**src/rtl/ecc_decode_monitor.sv**
```systemverilog
// Post-decoder monitor for a 13-bit SEC-DED Hamming decoder: buffers corrected bytes
// in a small FIFO and keeps saturating error-class counters with a sticky multi-bit alarm.
module ecc_decode_monitor #(
    parameter int DEPTH  = 4,
    parameter int CNT_W  = 16,
    parameter int THRESH = 8
) (
    input  logic             clk,
    input  logic             rst_n,
    input  logic             in_valid,
    output logic             in_ready,
    input  logic [7:0]       in_data,
    input  logic [3:0]       in_syndrome,
    input  logic [1:0]       in_err_type,
    output logic             out_valid,
    input  logic             out_ready,
    output logic [7:0]       out_data,
    output logic             out_uncorr,
    input  logic             clr_counters,
    output logic [CNT_W-1:0] cnt_wp,
    output logic [CNT_W-1:0] cnt_single,
    output logic [CNT_W-1:0] cnt_multi,
    output logic [3:0]       last_bad_syn,
    output logic             alarm
);

    localparam int               PTR_W    = $clog2(DEPTH);
    localparam logic [PTR_W:0]   FULL_CNT = (PTR_W + 1)'(DEPTH);
    localparam logic [CNT_W-1:0] THRESH_C = CNT_W'(THRESH);

    typedef enum logic {
        MONITOR = 1'b0,
        ALARM   = 1'b1
    } state_t;

    state_t           state;
    logic [8:0]       mem [DEPTH];
    logic [PTR_W-1:0] wr_ptr;
    logic [PTR_W-1:0] rd_ptr;
    logic [PTR_W:0]   count;
    logic [8:0]       head;
    logic             accept;
    logic             pop;
    logic [CNT_W-1:0] wp_nxt;
    logic [CNT_W-1:0] single_nxt;
    logic [CNT_W-1:0] multi_nxt;

    function automatic logic [CNT_W-1:0] sat_inc(input logic [CNT_W-1:0] v);
        return (&v) ? v : v + 1'b1;
    endfunction

    // Full blocks new words even when the head pops this cycle; there is no bypass path.
    assign in_ready   = (count != FULL_CNT);
    assign out_valid  = (count != '0);
    assign accept     = in_valid & in_ready;
    assign pop        = out_valid & out_ready;
    assign head       = mem[rd_ptr];
    assign out_data   = out_valid ? head[7:0] : 8'h00;
    assign out_uncorr = out_valid ? head[8] : 1'b0;
    assign alarm      = (state == ALARM);

    // NOTE: storage has no reset; validity is tracked by count, so stale entries are never visible.
    always_ff @(posedge clk) begin
        if (accept) begin
            mem[wr_ptr] <= {(in_err_type == 2'b11), in_data};
        end
    end

    // NOTE: sequential state uses non-blocking assignments so every register samples pre-edge values.
    always_ff @(posedge clk or negedge rst_n) begin
        if (!rst_n) begin
            wr_ptr <= '0;
            rd_ptr <= '0;
            count  <= '0;
        end else begin
            if (accept) wr_ptr <= wr_ptr + 1'b1;
            if (pop)    rd_ptr <= rd_ptr + 1'b1;
            case ({accept, pop})
                2'b10:   count <= count + 1'b1;
                2'b01:   count <= count - 1'b1;
                default: count <= count;
            endcase
        end
    end

    // NOTE: every output of this block gets a default first so no latch is inferred.
    always_comb begin
        wp_nxt     = cnt_wp;
        single_nxt = cnt_single;
        multi_nxt  = cnt_multi;
        if (accept) begin
            case (in_err_type)
                2'b01:   wp_nxt     = sat_inc(cnt_wp);
                2'b10:   single_nxt = sat_inc(cnt_single);
                2'b11:   multi_nxt  = sat_inc(cnt_multi);
                default: ;
            endcase
        end
    end

    // Clear wins over a same-cycle accept for statistics only; the FIFO still takes the word.
    always_ff @(posedge clk or negedge rst_n) begin
        if (!rst_n) begin
            cnt_wp       <= '0;
            cnt_single   <= '0;
            cnt_multi    <= '0;
            last_bad_syn <= 4'h0;
            state        <= MONITOR;
        end else if (clr_counters) begin
            cnt_wp       <= '0;
            cnt_single   <= '0;
            cnt_multi    <= '0;
            last_bad_syn <= 4'h0;
            state        <= MONITOR;
        end else begin
            cnt_wp     <= wp_nxt;
            cnt_single <= single_nxt;
            cnt_multi  <= multi_nxt;
            if (accept && in_err_type == 2'b11) last_bad_syn <= in_syndrome;
            case (state)
                MONITOR: if (multi_nxt >= THRESH_C) state <= ALARM;
                ALARM:   state <= ALARM;
                default: state <= MONITOR;
            endcase
        end
    end

endmodule

```
**config.mk**
```make
export PLATFORM = sky130hd
export DESIGN_NAME = ecc_decode_monitor
export DESIGN_NICKNAME = d
export VERILOG_FILES = /design/src/rtl/ecc_decode_monitor.sv
export SDC_FILE = /design/constraint.sdc
export NUM_CORES = 1
export LEC_CHECK = 0
export ABC_CLOCK_PERIOD_IN_PS = 3750
export BUFFER_PORTS_ARGS = -buffer_cell sky130_fd_sc_hd__clkbuf_2
export CAP_MARGIN = 10
export CORE_MARGIN = 5
export CORE_UTILIZATION = 63
export CTS_BUF_LIST = sky130_fd_sc_hd__clkbuf_4
export CTS_CLUSTER_SIZE = 40
export DETAILED_ROUTE_END_ITERATION = 12
export PLACE_DENSITY = 0.88
export SYNTH_ARGS = -nofsm -noshare
export SYNTH_HDL_FRONTEND = slang
export SYNTH_SLANG_ARGS = --single-unit
```
**constraint.sdc**
```tcl
create_clock -name clk -period 3.75 [get_ports clk]
set_clock_uncertainty 0.2 [all_clocks]
set_input_delay 0.375 -clock clk [delete_from_list [all_inputs] [get_ports clk]]
set_output_delay 0.375 -clock clk [all_outputs]
set_load 0.05 [all_outputs]
```
==> reports/results.ini <==
[run_status]
status = complete, no violations

[cts]
cts_tree = built
cts.repair.resized = 0
postCtsSetupRepairBufs = 0
clkTransAtPathRegs_ns = 0.14
clockBufferDepth = 2
clock_latency_ns = 0.43
hold_buffers = 13
cts_root_buf = clkbuf_4
cts_buffers = 9
htree_levels = 3
cts_sinks = 96

[global_routing]
grtUsageTotal = 0.2195
antenna_found_initial = 0
grt_max_degree = 54
grt_pass1_vias = 3377
grt_pass1_wl_um = 16890
overflow = 0

[place]
numPortBuffers = 82
dp_slack_ns = 1.193
dp_hpwl_um = 6908
finalWeightedCongestion = 0.9074

[synth]
syn-cell-area_um2 = 4753
synth_flop_cell = dfrtp_1
synth_area_leaders = dfrtp_1 32%, edfxtp_1 23%, xnor2_1 4.6%
synth-edff-count = 36
ys_warn_count = 0
yosysTopAreaCell = dfrtp_1
synthArstFlopShare = 0.6250
syn-num-nets = 436
synth-seq-cells = 96
synth.distinct_cells = 56
syn_inst = 408
synth_top_cell_area_share = 0.3159
syn_avg_cell_area_um2 = 11.65
seq_area_frac_synth = 0.5433

[detailed_routing]
top_layer = met4
drt-wirelength-per-cell_um = 16.30
met2_wirelength_um = 5019
wl_met3_um = 511
ant_nets = 0
wl_met1_um = 4151
vias = 3414
first_pass_iters = 4
wl_um = 9814
drt_iter0_markers = 156
drc = 0
viasPerCell = 5.671

[power_and_ir_drop]
p_sw_frac = 0.3879
cellPowerDensity_nw_per_um2 = 499.6
seqPwrFrac = 0.485
leakage_nw = 2.310
p_int_w = 0.001677
p_sw_w = 0.001062
ir_drop_mv = 0.2417
p_comb_frac = 0.327
power_frac_clock = 0.188

[sta]
post-route-min-period_ns = 2.784
finalCritPeriodShare = 0.7425
fin_ws_ns = 0.9656
rsz0062_at_grt = no
tightest_slew_ns = 1.099
max_slew_margin = 0.2675
slew_viol_final = 0
fmax_ghz = 0.3591
final_hold_viol_count = 0
finalSetupViolCount = 0
fin_setup_tns_ns = 0

[final_layout]
seq_area_um2 = 2582
drive_gt1_frac = 0.2565
final_common_cell = clkbuf_2
multi_input_area_um2 = 2044
fill_cells = 498
final_cell_mix = 82 x clkbuf_2, 60 x dfrtp_1, 53 x nor2_1
synthToLayoutAreaGrowth_pct = 15.35
antenna_cells = 0
layout.nets = 526

[setup_path]
worstPathMaxFanout = 11
critPathKind = reg -> out
cp.required_ns = 3.17
endpoint_kind = output pin
critical_path_arrival_ns = 2.21
cp-start-kind = register

[worst_hold_path]
hold_path_class = in -> reg

[floorplan]
fp.dieH_um = 96.86
die-area_um2 = 9382
num_rows = 31
initial_core_util = 0.6519
die_width_um = 96.86
ios = 83
core_um2 = 7292

[run]
maxCapViolCount = 0

## flip-flops by register name (all words and copies together) (netlist names)
signal,flops
wr_ptr,2
cnt_multi,16
mem,36
alarm,1
cnt_wp,16
last_bad_syn,4
rd_ptr,2
cnt_single,16
count,3
## cell usage after synthesis, types with 2 or more instances
master     instances
clkbuf_1           9
nor3b_2            3
nor4_4             2
dfrtp_1           60
nand2_1           30
nor4b_2            2
nor2_1            53
or3_1              7
mux4_2             9
and4_1             4
xor2_1            15
edfxtp_1          36
a22o_1             2
and3_1             8
a211oi_1           2
nand4_1           12
buf_2              5
a21oi_1           10
nor4b_1            2
mux2i_1            7
inv_1             12
o31a_1             2
and4b_1            2
buf_1              2
nor3_1            14
xnor2_1           25
o2111ai_1          2
ha_1               8
o21ai_0            9
nand3_1           12
and2_1            14
nor4_1             4
## routing by layer
layer,vias up,track usage
li1,1637,-
met1,1674,0.2927
met2,92,0.3625
met3,11,0.04748
met4,0,0.06479
met5,-,0
## cells by family after synthesis
family                     after synthesis  synth area share
muxes                                   17           0.05975
xor gates and xnor gates                40           0.07370
adders and majority gates                9           0.02527
buffers and inverters                   31           0.02658
AOI/OAI and AO/OA                       34           0.04975
and+or+nand+nor                        181            0.2216
DFF                                     96            0.5433
## final timing paths
check                             start        endpoint  slack (ns)  cells past startpoint
min reg2reg                    count[2]        count[2]        0.30                      1
min in group asynchronous         rst_n  cnt_single[14]        0.20                      2
max reg2reg                cnt_multi[0]           alarm        1.14                      7
max                           rd_ptr[0]      out_uncorr        0.97                      3
max in group asynchronous         rst_n       rd_ptr[0]        2.23                      3
min                           out_ready       rd_ptr[0]        0.13                      3
## power groups by stage
stage / Sequential, W / Combinational [W] / Clock [W]
floorplan: 0.00131 / 0.000728 / 0
global placement: 0.00134 / 0.000874 / 0
detailed placement: 0.00135 / 0.000893 / 0
CTS: 0.00133 / 0.000907 / 0.000528
global route: 0.00135 / 0.000960 / 0.000580
finish: 0.00133 / 0.000895 / 0.000515
## critical path, cell delays in order, from the launching register on
cell      delay (ns)
dfrtp_1         0.78
mux4_2          0.59
and2_1          0.17
clkbuf_2        0.23
## through the flow
stage / hold WS [ns] / instances / cell area, um^2 / total power, W / utilization
finish: 0.1279 / 602 / 5483 / 0.002739 / 0.7519
floorplan: -0.1206 / 408 / 4753 / 0.002035 / -
global placement: 0.1431 / 573 / 5224 / 0.002213 / 0.7164
CTS: 0.1031 / 602 / 5483 / 0.002767 / 0.7519
global route: 0.1122 / 602 / 5483 / 0.002891 / 0.7519
detailed placement: 0.1453 / 573 / 5224 / 0.002247 / 0.7164
## cell type report
class | instances | share of cell area
clock buffers | 9 | 0.01232
repair buffers | 96 | 0.09995
flip-flops and latches | 96 | 0.4710
inverters | 14 | 0.01004
multi-input cells | 281 | 0.3729
clock inverters | 7 | 0.01118
well taps | 99 | 0.02259
No activity file was read; power rests on OpenSTA's default activity.
